**src/rtl/fc_argmax_if.sv**
```systemverilog
// rtl/fc_argmax_if.sv - score stream in / decision out bundle for fc_argmax (FC_ARGMAX_MARGIN_EN adds best_score/margin)
interface fc_argmax_if #(
    parameter int DATA_WIDTH = 12,
    parameter int IDX_WIDTH  = 4
) ();
    logic                         valid_in;
    logic signed [DATA_WIDTH-1:0] data_in;
    logic                         frame_clr;
    logic [IDX_WIDTH-1:0]         decision;
    logic                         valid_out;
    logic                         busy;
    logic [7:0]                   frame_cnt;
`ifdef FC_ARGMAX_MARGIN_EN
    logic signed [DATA_WIDTH-1:0] best_score;
    logic [DATA_WIDTH-1:0]        margin;

    modport master (output valid_in, data_in, frame_clr,
                    input  decision, valid_out, busy, frame_cnt, best_score, margin);
    modport slave  (input  valid_in, data_in, frame_clr,
                    output decision, valid_out, busy, frame_cnt, best_score, margin);
`else
    modport master (output valid_in, data_in, frame_clr,
                    input  decision, valid_out, busy, frame_cnt);
    modport slave  (input  valid_in, data_in, frame_clr,
                    output decision, valid_out, busy, frame_cnt);
`endif
endinterface

```
**src/rtl/fc_argmax.sv**
```systemverilog
// rtl/fc_argmax.sv - running argmax over OUTPUT_NUM signed class scores; FC_ARGMAX_MARGIN_EN adds best score and runner-up margin
module fc_argmax #(
    parameter int OUTPUT_NUM = 10,
    parameter int DATA_WIDTH = 12,
    parameter int IDX_WIDTH  = 4
) (
    input  logic        clk,
    input  logic        rst_n,
    fc_argmax_if.slave  bus
);
    localparam logic [IDX_WIDTH-1:0] LAST_IDX = IDX_WIDTH'(OUTPUT_NUM - 1);

    logic [IDX_WIDTH-1:0]         cnt, run_idx, win_idx, decision_q;
    logic signed [DATA_WIDTH-1:0] run_val, win_val;
    logic                         first, gt, is_last;
    logic                         valid_q, busy_q;
    logic [7:0]                   frame_q;

    // Winner including the current sample; on the last score it goes straight to the outputs.
    always_comb begin
        first   = (cnt == '0);
        is_last = (cnt == LAST_IDX);
        gt      = (bus.data_in > run_val);
        win_val = (first || gt) ? bus.data_in : run_val;
        win_idx = first ? '0 : (gt ? cnt : run_idx);
    end

`ifdef FC_ARGMAX_MARGIN_EN
    localparam logic signed [DATA_WIDTH-1:0] MIN_VAL = {1'b1, {(DATA_WIDTH-1){1'b0}}};

    logic signed [DATA_WIDTH-1:0] run_2nd, win_2nd, best_q;
    logic [DATA_WIDTH-1:0]        margin_w, margin_q;

    always_comb begin
        if (first)
            win_2nd = MIN_VAL;
        else if (gt)
            win_2nd = run_val;
        else if (bus.data_in > run_2nd)
            win_2nd = bus.data_in;
        else
            win_2nd = run_2nd;
        // best >= runner-up, so the modulo-2^DATA_WIDTH difference is the exact margin
        margin_w = win_val - win_2nd;
    end

    always_ff @(posedge clk or negedge rst_n) begin
        if (!rst_n) begin
            run_2nd  <= '0;
            best_q   <= '0;
            margin_q <= '0;
        end else if (!bus.frame_clr && bus.valid_in) begin
            run_2nd <= win_2nd;
            if (is_last) begin
                best_q   <= win_val;
                margin_q <= margin_w;
            end
        end
    end

    assign bus.best_score = best_q;
    assign bus.margin     = margin_q;
`endif

    always_ff @(posedge clk or negedge rst_n) begin
        if (!rst_n) begin
            cnt        <= '0;
            run_val    <= '0;
            run_idx    <= '0;
            decision_q <= '0;
            valid_q    <= 1'b0;
            busy_q     <= 1'b0;
            frame_q    <= '0;
        end else begin
            valid_q <= 1'b0;
            if (bus.frame_clr) begin
                cnt    <= '0;
                busy_q <= 1'b0;
            end else if (bus.valid_in) begin
                run_val <= win_val;
                run_idx <= win_idx;
                if (is_last) begin
                    cnt        <= '0;
                    busy_q     <= 1'b0;
                    decision_q <= win_idx;
                    valid_q    <= 1'b1;
                    frame_q    <= frame_q + 8'd1;
                end else begin
                    cnt    <= cnt + IDX_WIDTH'(1);
                    busy_q <= 1'b1;
                end
            end
        end
    end

    assign bus.decision  = decision_q;
    assign bus.valid_out = valid_q;
    assign bus.busy      = busy_q;
    assign bus.frame_cnt = frame_q;
endmodule

```
**src/flat_wrapper.sv**
```systemverilog
// flat-port wrapper written by rule: the top's interface ports become plain ports
module fc_argmax_flat 
#(
    parameter int OUTPUT_NUM = 10,
    parameter int DATA_WIDTH = 12,
    parameter int IDX_WIDTH  = 4
)
  (clk, rst_n, bus_valid_in, bus_data_in, bus_frame_clr, bus_decision, bus_valid_out, bus_busy, bus_frame_cnt);
  fc_argmax_if #(.DATA_WIDTH(DATA_WIDTH), .IDX_WIDTH(IDX_WIDTH)) bus_i ();
  input  logic clk;
  input  logic rst_n;
  input wire logic [$bits(bus_i.valid_in)-1:0] bus_valid_in;
  input wire logic [$bits(bus_i.data_in)-1:0] bus_data_in;
  input wire logic [$bits(bus_i.frame_clr)-1:0] bus_frame_clr;
  output wire logic [$bits(bus_i.decision)-1:0] bus_decision;
  output wire logic [$bits(bus_i.valid_out)-1:0] bus_valid_out;
  output wire logic [$bits(bus_i.busy)-1:0] bus_busy;
  output wire logic [$bits(bus_i.frame_cnt)-1:0] bus_frame_cnt;
  assign bus_i.valid_in = bus_valid_in;
  assign bus_i.data_in = bus_data_in;
  assign bus_i.frame_clr = bus_frame_clr;
  assign bus_decision = bus_i.decision;
  assign bus_valid_out = bus_i.valid_out;
  assign bus_busy = bus_i.busy;
  assign bus_frame_cnt = bus_i.frame_cnt;
  fc_argmax #(.OUTPUT_NUM(OUTPUT_NUM), .DATA_WIDTH(DATA_WIDTH), .IDX_WIDTH(IDX_WIDTH)) u_core (.clk(clk), .rst_n(rst_n), .bus(bus_i));
endmodule
```
**config.mk**
```make
export PLATFORM = sky130hd
export DESIGN_NAME = fc_argmax_flat
export DESIGN_NICKNAME = d
export VERILOG_FILES = /design/src/rtl/fc_argmax_if.sv /design/src/rtl/fc_argmax.sv /design/src/flat_wrapper.sv
export SDC_FILE = /design/constraint.sdc
export NUM_CORES = 1
export LEC_CHECK = 0
export CORE_ASPECT_RATIO = 1.4
export CORE_UTILIZATION = 50
export DETAILED_ROUTE_END_ITERATION = 7
export PLACE_DENSITY = 0.79
export SLEW_MARGIN = 40
export SYNTH_ARGS = -nofsm -noshare
export SYNTH_HDL_FRONTEND = slang
export SYNTH_SLANG_ARGS = --single-unit
```
**constraint.sdc**
```tcl
create_clock -name clk -period 3 [get_ports clk]
set_clock_uncertainty 0.05 [all_clocks]
set_input_delay 0.3 -clock clk [delete_from_list [all_inputs] [get_ports clk]]
set_output_delay 0.3 -clock clk [all_outputs]
set_load 0.1 [all_outputs]
```
# After elaboration in Yosys (flattened, before gate mapping)
# Cells that the tools add are included.
# word_totals
output_inout_bits	14
register_bits	34
elab_cells	29
# classes
addsub	2
n_mux	11
n_eq_ne	1
n_bitwise	1
reduce_logical	6
n_lt_le_gt_ge	1
# op_table
op	n
two-way mux 4 bit	5
greater-than comparator 12 bit	1
adder 8 x 1 -> 8 bit, second input constant	1
two-way mux 1 bit	6
AND reduction 3 bit	2
adder 4 x 1 -> 4 bit, second input constant	1
== test 4 bit, second input constant	1
zero test 4 bit	1
AND reduction 2 bit	1
nonzero test 2 bit	1
logical OR 1 bit	1
inverter 1 bit	1

# Longest topological paths before layout
# depth
depth_word	4
ltp_mapped	10
depth_no_buf	8

# Least setup slack after synthesis
# No wires, ideal clock.
# synth_timing
kind	flip-flop to flip-flop
start	register u_core.run_val[11]
end	register u_core.run_val[10]
t_arrival_ns	2.107
setup_time_ns	0.125
n_path_buf	2
path_stages_with_launch	11
path_slack_ns	0.718
path_cell_list	dfrtp_1 inv_1 ha_1 buf_6 nand4_4 o31ai_4 o21ai_2 o21a_1 o31ai_4 buf_12 mux2_4
# synth_via
elab_chain_cells	3
# synth_lines
element	line_no	text
from (decl)	fc_argmax.sv:14	logic signed [DATA_WIDTH-1:0] run_val, win_val;
from (signal assigned)	fc_argmax.sv:80	run_val <= win_val;
greater-than comparator 12 bit	fc_argmax.sv:23	gt = (bus.data_in > run_val);
logical OR 1 bit	fc_argmax.sv:24	win_val = (first || gt) ? bus.data_in : run_val;
AND reduction 3 bit (no line)	-	
# No other way between the ends.
# A chain may end at the register's enable or synchronous reset.

# Final worst setup path
# layout_timing
start	input port bus_data_in[11]
end	register u_core.run_val[2]
# layout_via
elab_chain_cells	3
# layout_lines
element	line_no	text
from (decl)	flat_wrapper.sv:13	input wire logic [$bits(bus_i.data_in)-1:0] bus_data_in;
greater-than comparator 12 bit	fc_argmax.sv:23	
logical OR 1 bit	fc_argmax.sv:24	
AND reduction 3 bit (no line)	-	
# No other way between the ends.

==> results by group <==
Outcome
  – Outcome: completed

Die
  – I/O pins: 30
  – Die width: 54.8 µm
  – Core footprint: 3710 µm²
  – Die height: 76.0 µm
  – Starting Density: 0.527
  – Die ar.: 4170 µm²
  – Row cnt: 26

Final layout
  – Most frequent cells in the layout: dfrtp_1, nand2_1, ha_1, buf_4
  – Filler instances: a little under 300
  – Nets: 245
  – ANT cells: 0
  – Commonest non-fill, non-tap cell in the layout: dfrtp_1
  – Synth-to-Final Area Change: 20.6%
  – Share of cells above drive strength 1: 0.229

Logic synthesis
  – Yosys top cell area share: 0.435
  – Synth Flop Type: dfrtp_1
  – EDFF count, synth: 0
  – Seq/Total Area, Yosys: 0.435
  – Async S/R FF share, synth: 1.00
  – Synth warn: 0
  – Post-Syn Nets: 209
  – Flops & latches, synth: 34
  – Syn Area/Cell: 11.0 µm²
  – Leading area contributor after synthesis: dfrtp_1
  – Count of cell types in the netlist: 43
  – Synth area leaders: dfrtp_1, ha_1, mux2_4
  – Post-synthesis cell area: about 2000 µm²
  – Syn Inst Count: roughly 180

CTS
  – CTS tree: yes
  – Clk sinks: 34
  – Hold_buf cts: 0
  – CTS clk-pin slew, worst paths: 70 ps
  – Maximum clock path buffer count: 2
  – TritonCTS buffer count: 5
  – Total setup buffers inserted after CTS: 0
  – Cts repair resizes: 0
  – Worst-skew pair later-pin latency: 290 ps
  – H-tree level count: 2
  – Clk root buf: clkbuf_8

Setup path
  – Delay of the slowest critical-path stage: 430 ps
  – Arrival time worst endpoint: around 2600 ps
  – Most frequent CP cell: o31ai_4
  – Crit-path cells: clkdlybuf4s50_1, ha_1, nand4_4, o31ai_4, o21ai_2, o21a_1, o31ai_4, buf_12, mux2_2
  – Worst path top cell family by delay: compound AO/OA/AOI/OAI gates
  – Data required, critical path: around 3100 ps
  – Worst Setup Start Kind: input pin
  – Slowest-stage cell, CP: clkdlybuf4s50_1
  – Worst-path fanout max: 14
  – Buf/Inv on CP: 2
  – Crit end category: flip-flop
  – CP Class: in -> reg

Timing
  – Max-slew headroom: 0.692
  – Setup ws final: between 500 and 600 ps
  – Share of the clock period used by the worst path: 0.815
  – Final hold vios: 0
  – Final Max Slew Viols: 0
  – Setup-failing EPs final: 0
  – Min Tclk post-route: roughly 2400 ps
  – Top achievable clock speed: between 0.4 and 0.5 GHz
  – Setup_tns: 0 ps
  – Unrepaired setup endpoints after global routing: false
  – Slew @ Worst Pin: 460 ps

GRT
  – Vias in the first global route: 1,454
  – Initial antenna violation count: 0
  – Overflow after GRT: 0
  – GRT Util Overall: 0.214
  – First-pass GRT wire length: 6410 µm
  – Largest net degree at the start of global routing: 35

Routing
  – Per-cell routed wire length: 14.9 µm
  – Via density: 5.63
  – ANT nets after route: 0
  – Via Count: about 1,400
  – Drt first pass iters: 4
  – DR iter-0 viols: 29
  – Wirelength, routed: roughly 3800 µm
  – DRC: 0

Placement
  – GPL Wtd Cong: roughly 0.85
  – IO Port Bufs: 29
  – Place WS: between 200 and 300 ps
  – Post-DP HPWL: 2820 µm

Min path
  – Hold Path Class: in -> async

Job
  – Max cap viols: 0

Pwr
  – Pwr per Cell Area: 560 nW/µm²
  – Maximum vdd drop: 403 µV
  – Leak Pwr: 1.15 nW
-- per-layer routing --
layer	wire length (µm)	track usage	vias to the layer above
met3	164	0.0719	6
met5	0	0	-
li1	-	-	705
met2	2030	0.349	28
met1	1540	0.245	701
met4	67	0.0846	0
-- cells in the mapped netlist, drive strengths merged (3+ instances only) --
cell type	n
inv	15
o211ai	3
nand4	5
mux2	13
dfrtp	34
a21oi	5
nand2b	5
xnor2	6
nand2	16
o21ai	6
nor3	6
nor2	10
ha	16
and3	4
a211oi	3
-- worst register-to-register path, stage by stage, from the launching register on --
cell and delay (ps):
dfrtp_1 360, inv_1 50, ha_1 320, nand4_4 140, o31ai_4 370, o21ai_2 140
o21a_1 220, o31ai_4 70, buf_12 190, mux2_2 340
-- final timing paths --
| check | from | endpoint | slack, ps | depth (start not counted) |
|---|---|---|---|---|
| min in group clk | u_core.bus.frame_cnt[7]$_DFFE_PN0P_ | u_core.bus.frame_cnt[7]$_DFFE_PN0P_ | 420 | 1 |
| max in group asynchronous | rst_n | u_core.run_val[10]$_DFFE_PN0P_ | 2230 | 2 |
| max | bus_data_in[11] | u_core.run_val[2]$_DFFE_PN0P_ | 550 | 9 |
| min reg2reg | u_core.bus.frame_cnt[7]$_DFFE_PN0P_ | u_core.bus.frame_cnt[7]$_DFFE_PN0P_ | 420 | 1 |
| min | rst_n | u_core.cnt[3]$_DFFE_PN0P_ | 360 | 2 |
| max reg2reg | u_core.run_val[11]$_DFFE_PN0P_ | u_core.run_val[2]$_DFFE_PN0P_ | 620 | 9 |
-- final cells by class --
| cell class | count | area, µm² | share of cell area |
|---|---|---|---|
| flip-flops and latches | 34 | 851 | 0.361 |
| multi-input cells | 124 | 1010 | 0.428 |
| clock inverters | 2 | 12.5 | 0.00531 |
| well taps | 42 | 52.6 | 0.0223 |
| inverters | 16 | 60.1 | 0.0255 |
| repair buffers | 32 | 290 | 0.123 |
| clock buffers | 6 | 82.6 | 0.0350 |
-- cell families after synthesis --
family / after synthesis / share of synthesized area
compound gates: 34 / 0.147
xor+xnor: 7 / 0.0314
fa+ha+maj: 16 / 0.102
buf+inv: 19 / 0.0486
flops: 34 / 0.435
mux: 13 / 0.0903
simple gates: 54 / 0.145
-- stage by stage --
step | instance area [µm²] | cells | total power [mW] | hold slack (ps) | utilization
floorplan | 1950 | 177 | 0.871 | -45.6 | -
global placement | 2260 | 248 | 0.950 | 407 | 0.610
detailed placement | 2260 | 248 | 0.971 | 411 | 0.610
CTS | 2360 | 256 | 1.33 | 370 | 0.636
global route | 2360 | 256 | 1.40 | 420 | 0.636
finish | 2360 | 256 | 1.32 | 362 | 0.636
-- power breakdown --
group          internal (mW)  switching (mW)
Sequential             0.512          0.0334
Combinational          0.202           0.219
Clock                  0.184           0.169
Total                  0.898           0.421
-- registers in the layout, indices dropped and copies added (netlist names) --
name / count
u_core.cnt: 4
u_core.run_val: 12
u_core.bus.decision: 4
u_core.run_idx: 4
u_core.bus.frame_cnt: 8
u_core.bus.busy: 1
u_core.bus.valid_out: 1
No activity file was read; power rests on OpenSTA's default activity.
